--- src/rtl/timer_pkg.sv ---
// Shared types and BCD helpers for the MM:SS kitchen-timer core.
package timer_pkg;

  typedef enum logic [1:0] {
    IDLE  = 2'd0,
    RUN   = 2'd1,
    PAUSE = 2'd2,
    ALARM = 2'd3
  } state_t;

  localparam int unsigned DIGIT_W      = 4;
  localparam int unsigned DIGIT_MAX    = 9;
  localparam int unsigned SEC_TENS_MAX = 5;
  localparam int unsigned MIN_TENS_MAX = 9;

  // Digits packed as {min tens, min ones, sec tens, sec ones}
  localparam logic [4*DIGIT_W-1:0] TERM_DN = 16'h0000;
  localparam logic [4*DIGIT_W-1:0] TERM_UP = 16'h9959;

  function automatic logic preset_valid(input logic [7:0] min_bcd, input logic [7:0] sec_bcd);
    return (min_bcd[7:4] <= 4'(MIN_TENS_MAX)) && (min_bcd[3:0] <= 4'(DIGIT_MAX)) &&
           (sec_bcd[7:4] <= 4'(SEC_TENS_MAX)) && (sec_bcd[3:0] <= 4'(DIGIT_MAX));
  endfunction

endpackage

--- src/rtl/bcd_digit.sv ---
// One modulo-(LIMIT+1) BCD digit; o_cy_c flags a borrow (down) or carry (up) on this step.
module bcd_digit
  import timer_pkg::*;
#(
  parameter int unsigned LIMIT = 9
) (
  input  logic               i_clk,
  input  logic               i_reset,
  input  logic               i_en,
  input  logic               i_dir,
  input  logic               i_load,
  input  logic [DIGIT_W-1:0] i_load_val,
  output logic [DIGIT_W-1:0] o_digit,
  output logic               o_cy_c
);

  localparam logic [DIGIT_W-1:0] LIM = DIGIT_W'(LIMIT);

  logic [DIGIT_W-1:0] r_digit;

  always_ff @(posedge i_clk) begin
    if (i_reset) begin
      r_digit <= '0;
    end else if (i_load) begin
      r_digit <= i_load_val;
    end else if (i_en) begin
      if (i_dir) r_digit <= (r_digit == LIM) ? '0 : r_digit + DIGIT_W'(1);
      else       r_digit <= (r_digit == '0) ? LIM : r_digit - DIGIT_W'(1);
    end
  end

  assign o_digit = r_digit;
  assign o_cy_c  = i_en && (i_dir ? (r_digit == LIM) : (r_digit == '0));

endmodule

--- src/rtl/bcd_timer_core.sv ---
// MM:SS BCD countdown/stopwatch core: prescaler, control FSM, preset validation, digit cascade.
module bcd_timer_core
  import timer_pkg::*;
#(
  parameter int unsigned TICK_DIV = 50_000_000,
  parameter bit          WRAP     = 1'b0
) (
  input  logic       i_clk,
  input  logic       i_reset,
  input  logic       i_load,
  input  logic [7:0] i_preset_min,
  input  logic [7:0] i_preset_sec,
  input  logic       i_start,
  input  logic       i_stop,
  input  logic       i_up_mode,
  input  logic       i_ack,
  output logic [3:0] o_bin0,
  output logic [3:0] o_bin1,
  output logic [3:0] o_bin2,
  output logic [3:0] o_bin3,
  output logic       o_running,
  output logic       o_done,
  output logic       o_alarm,
  output logic       o_load_err
);

  localparam int unsigned PW = (TICK_DIV > 2) ? $clog2(TICK_DIV) : 1;
  localparam logic [PW-1:0] PRESC_LAST = PW'(TICK_DIV - 1);

  state_t        r_state;
  logic          r_dir;
  logic [PW-1:0] r_presc;
  logic          r_done, r_load_err, r_running, r_alarm;

  state_t        w_state_nxt;
  logic          w_dir_nxt;
  logic [PW-1:0] w_presc_nxt;
  logic          w_done_nxt, w_load_err_nxt, w_dig_load, w_step;

  logic [DIGIT_W-1:0]   w_d0, w_d1, w_d2, w_d3;
  logic                 w_cy0, w_cy1, w_cy2, w_cy3;
  logic [4*DIGIT_W-1:0] w_digits;
  logic                 w_tick, w_term_next, w_start_blk;

  assign w_digits    = {w_d3, w_d2, w_d1, w_d0};
  assign w_tick      = (r_state == RUN) && (r_presc == PRESC_LAST);
  // One step away from the terminal value in the current direction
  assign w_term_next = r_dir ? (w_digits == 16'h9958) : (w_digits == 16'h0001);
  assign w_start_blk = !WRAP && (i_up_mode ? (w_digits == TERM_UP) : (w_digits == TERM_DN));

  always_ff @(posedge i_clk) begin
    if (i_reset) begin
      r_state    <= IDLE;
      r_dir      <= 1'b0;
      r_presc    <= '0;
      r_done     <= 1'b0;
      r_load_err <= 1'b0;
      r_running  <= 1'b0;
      r_alarm    <= 1'b0;
    end else begin
      r_state    <= w_state_nxt;
      r_dir      <= w_dir_nxt;
      r_presc    <= w_presc_nxt;
      r_done     <= w_done_nxt;
      r_load_err <= w_load_err_nxt;
      r_running  <= (w_state_nxt == RUN);
      r_alarm    <= (w_state_nxt == ALARM);
    end
  end

  // Commands that are not legal in the current state fall through to lower priorities
  always_comb begin
    w_state_nxt    = r_state;
    w_dir_nxt      = r_dir;
    w_presc_nxt    = r_presc;
    w_done_nxt     = 1'b0;
    w_load_err_nxt = 1'b0;
    w_dig_load     = 1'b0;
    w_step         = 1'b0;
    if (i_load && (r_state != RUN)) begin
      if (preset_valid(i_preset_min, i_preset_sec)) begin
        w_dig_load  = 1'b1;
        w_state_nxt = IDLE;
      end else begin
        w_load_err_nxt = 1'b1;
      end
    end else if (i_stop && (r_state == RUN)) begin
      w_state_nxt = PAUSE;
    end else if (i_start && ((r_state == IDLE) || (r_state == PAUSE))) begin
      if (!w_start_blk) begin
        w_state_nxt = RUN;
        w_dir_nxt   = i_up_mode;
        w_presc_nxt = '0;
      end
    end else if (i_ack && (r_state == ALARM)) begin
      w_state_nxt = IDLE;
    end else if (r_state == RUN) begin
      if (w_tick) begin
        w_step      = 1'b1;
        w_presc_nxt = '0;
        if (!WRAP && w_term_next) begin
          w_state_nxt = ALARM;
          w_done_nxt  = 1'b1;
        end
      end else begin
        w_presc_nxt = r_presc + PW'(1);
      end
    end
  end

  bcd_digit #(.LIMIT(DIGIT_MAX)) u_sec_ones (
    .i_clk(i_clk), .i_reset(i_reset), .i_en(w_step), .i_dir(r_dir), .i_load(w_dig_load),
    .i_load_val(i_preset_sec[3:0]), .o_digit(w_d0), .o_cy_c(w_cy0)
  );
  bcd_digit #(.LIMIT(SEC_TENS_MAX)) u_sec_tens (
    .i_clk(i_clk), .i_reset(i_reset), .i_en(w_cy0), .i_dir(r_dir), .i_load(w_dig_load),
    .i_load_val(i_preset_sec[7:4]), .o_digit(w_d1), .o_cy_c(w_cy1)
  );
  bcd_digit #(.LIMIT(DIGIT_MAX)) u_min_ones (
    .i_clk(i_clk), .i_reset(i_reset), .i_en(w_cy1), .i_dir(r_dir), .i_load(w_dig_load),
    .i_load_val(i_preset_min[3:0]), .o_digit(w_d2), .o_cy_c(w_cy2)
  );
  // Top carry is unused: wrap-around at 99:59 / 00:00 falls out of the cascade
  bcd_digit #(.LIMIT(MIN_TENS_MAX)) u_min_tens (
    .i_clk(i_clk), .i_reset(i_reset), .i_en(w_cy2), .i_dir(r_dir), .i_load(w_dig_load),
    .i_load_val(i_preset_min[7:4]), .o_digit(w_d3), .o_cy_c(w_cy3)
  );

  logic w_unused;
  assign w_unused = w_cy3;

  assign o_bin0     = w_d0;
  assign o_bin1     = w_d1;
  assign o_bin2     = w_d2;
  assign o_bin3     = w_d3;
  assign o_running  = r_running;
  assign o_done     = r_done;
  assign o_alarm    = r_alarm;
  assign o_load_err = r_load_err;

endmodule

--- config.mk ---
export PLATFORM = sky130hd
export DESIGN_NAME = bcd_timer_core
export DESIGN_NICKNAME = d
export VERILOG_FILES = /design/src/rtl/timer_pkg.sv /design/src/rtl/bcd_digit.sv /design/src/rtl/bcd_timer_core.sv
export SDC_FILE = /design/constraint.sdc
export NUM_CORES = 1
export LEC_CHECK = 0
export ABC_AREA = 1
export BUFFER_PORTS_ARGS = -buffer_cell sky130_fd_sc_hd__buf_2
export CAP_MARGIN = 20
export CORE_UTILIZATION = 59
export DETAILED_ROUTE_END_ITERATION = 16
export GPL_ROUTABILITY_DRIVEN = 0
export PLACE_DENSITY = 0.85
export SETUP_SLACK_MARGIN = 0.15
export SYNTH_ARGS = -nofsm -noshare
export SYNTH_HDL_FRONTEND = slang
export SYNTH_SLANG_ARGS = --single-unit
--- constraint.sdc ---
create_clock -name i_clk -period 2.3 [get_ports i_clk]
set_input_delay 0.115 -clock i_clk [delete_from_list [all_inputs] [get_ports i_clk]]
set_output_delay 0.115 -clock i_clk [all_outputs]
set_load 0.02 [all_outputs]
==> results_dict.tcl <==
set metrics [dict create \
    hold_buffers 0 \
    area_growth_pct 10.6 \
    cts_tree "yes" \
    fin_skew_ns 0.0109 \
    ys_types 36 \
    finalSetupTns_ns 0 \
    cp_data_arrival_time_ns 2.20 \
    ys_seq_elements 49 \
    root_buffer "clkbuf_8" \
    tightest_slew_ns 0.565 \
    max_freq_ghz 0.501 \
    grt_max_degree 30 \
    antenna_found_initial 0 \
    synth-edff-count 0 \
    status "complete, no violations" \
    path_cells "inv_2 > nor2_2 > nand2_1 > nor2_2 > nand4_1 > nand3_2 > nand2_4 > buf_4 > nand2_1 > nand2_1 > nand2_1 > nor2_2" \
    cpMaxStageDelayCell "dfxtp_1" \
    rsz0062_at_grt "false" \
    drv_cap 0 \
    finalHoldViolations 0 \
    hold_path.class "in2reg" \
    synth_area_per_cell_um2 5.77 \
    maxSlewViolCount 0 \
    n_antenna_cell 0 \
    peakVddDrop_mv 0.469 \
    cp-end-kind "register" \
    worstSetupPathType "reg2reg" \
    synthSimpleGateAreaFrac_pct 45.0 \
    overflow 0 \
    cts_buffers 5 \
    core_area_um2 5680 \
    routed_wl_um 9650 \
    wire_per_inst_um 13.2 \
    synth_cells 618 \
    synth_compound_area_share_pct 13.4 \
    placement_rows 27 \
    first_global_vias 3538 \
    synth_xor_area_share_pct 1.47 \
    synth_area_um2 3570 \
    cts.path.max_buffers 2 \
    hpwl_um 7050 \
    start_kind "register" \
    drive_above_1_share_pct 14.2 \
    setup_viol 0 \
    synth-main-ff-cell "dfxtp_1" \
    finalCriticalPeriod_ns 2.00 \
    vias 4111 \
    synth_most_common_cell "nand2_1" \
    yosysTopAreaCell "dfxtp_1" \
    synth_common_cells "188 x nand2_1, 79 x nor2_1, 77 x inv_1, 53 x nand3_1, 49 x dfxtp_1" \
    dr.pass1.iters 5 \
    max_stage_delay_ns 0.51 \
    synthArstFlopShare_pct 0 \
    syn-num-nets 644 \
    final_nets 686 \
    crit_top_cell "nand2_1" \
    grt_util_all_layers_pct 32.2 \
    yosys_warnings 0 \
    route.detailed.drc 0 \
    synthTopCellsByArea "dfxtp_1 28%, nand2_1 20%, nor2_1 8.3%" \
    clkLatencyLatePin_ns 0.30 \
    initial_core_util_pct 62.8 \
    max_slew_margin_pct 62.0 \
    synthAdderAreaFrac_pct 1.05 \
    holdWs_ns 0.101 \
    yosysSeqAreaShare_pct 27.5 \
    required_ns 2.51 \
    critPathMaxFanout 18 \
    fin_crit_sh_pct 86.8 \
    synthMuxAreaShare_pct 0 \
    power_density_nw_per_um2 469 \
    dieArea_um2 6360 \
    power_leakage_nw 1.93 \
    io_pins 43 \
    htree_levels 2 \
    cts.sinks 49 \
    yosys.area.top_type_share_pct 27.5 \
    die_w_um 79.7 \
    io_buffers 42 \
    hp-start "i_preset_sec[0]" \
    grt_pass1_wl_um 16300 \
    critPathLaunch "u_min_tens.o_digit[3]" \
    detailedRoute.firstIterationViolations 375 \
    cts.clk_slew.worst_paths_ns 0.09 \
    reg2reg_setup_slack_ns 0.30 \
    die_y_um 79.7 \
    detail_route.vias_per_cell 5.62 \
    synth_top_family_by_area "simple AND/OR/NAND/NOR gates" \
    antenna_left 0 \
    rr_startpoint "u_min_tens.o_digit[3]" \
]
-- cell families (layout without fill, tap and decap cells) --
group                      count (synthesis)  count (layout)
xor gates and xnor gates                   6               6
buffers and inverters                    102             144
and+or+nand+nor                          370             370
adders and majority gates                  3               3
DFF                                       49              49
AOI/OAI and AO/OA                         88              88
-- report_power, final --
group / total (mW) / switching (mW) / internal [mW]
clock: 0.531 / 0.291 / 0.240
combinational: 0.425 / 0.292 / 0.134
sequential: 0.895 / 0.0251 / 0.869
-- path summary, 6_finish.rpt --
kind	endpoint	cells after the start
worst max-delay path	r_presc[15]	12
worst min-delay path	u_sec_ones.o_digit[0]	3
worst max register to register	r_presc[15]	12
worst min register to register	r_presc[22]	2
-- worst max-delay path: cells and delay by family (launching register included) --
kind / cells / cell delay [ns]
buffers and inverters: 2 / 0.32
DFF: 1 / 0.51
and+or+nand+nor: 10 / 1.07
-- stage by stage --
| step | total power, mW | instances | utilization, % | worst slack [ns] | cell area (um2) |
|---|---|---|---|---|---|
| after global placement | 1.31 | 724 | 67.6 | 0.326 | 3830 |
| after CTS | 1.84 | 731 | 69.1 | 0.221 | 3920 |
| after floorplan | 1.21 | 618 | - | 0.333 | 3570 |
| after detailed placement | 1.32 | 724 | 67.6 | 0.267 | 3830 |
| final | 1.85 | 732 | 69.5 | 0.303 | 3940 |
| after global routing | 1.94 | 732 | 69.5 | 0.155 | 3940 |
-- registers in the layout, indices dropped and copies added, names as in the netlist --
name and cells:
o_running 1, r_dir 1, u_sec_tens.o_digit 4, u_min_ones.o_digit 4
u_sec_ones.o_digit 4, o_done 1, u_min_tens.o_digit 4, o_load_err 1
o_alarm 1, r_state 2, r_presc 26
-- final cells by class --
type	count	area, um2
clock buffer	7	86.3
fill	511	1730
inverter	87	328
multi-input combinational	467	2190
sequential	49	983
tap	72	90.1
timing repair buffer	50	270
-- layer usage --
metal  vias up  global-route usage, %  part of all wire [%]
met4         0                   8.93                   1.6
met2       220                   48.1                    42
met1      1827                   47.4                    47
li1       2050                      -                     -
met5         -                      0                     0
met3        14                   4.80                   9.4
-- repair_timing --
item	CTS	global route
buffers inserted	0	1
setup endpoints to repair	0	23
resized for setup	0	5
-- layout by cell type (no fill, tap or decap), types with 3 or more instances in the layout --
cell type,count
nand2_1,188
dfxtp_1,47
nor2_1,79
nor2_4,5
nand2_2,4
buf_2,42
nand3_1,53
buf_4,8
nand4_1,11
a21oi_1,36
nor2_2,7
a31oi_1,3
xor2_1,5
inv_2,8
nor3_1,12
o21ai_0,37
clkbuf_8,6
a21oi_2,4
nor4_1,3
inv_1,77
(Power assumes the default switching activity.)
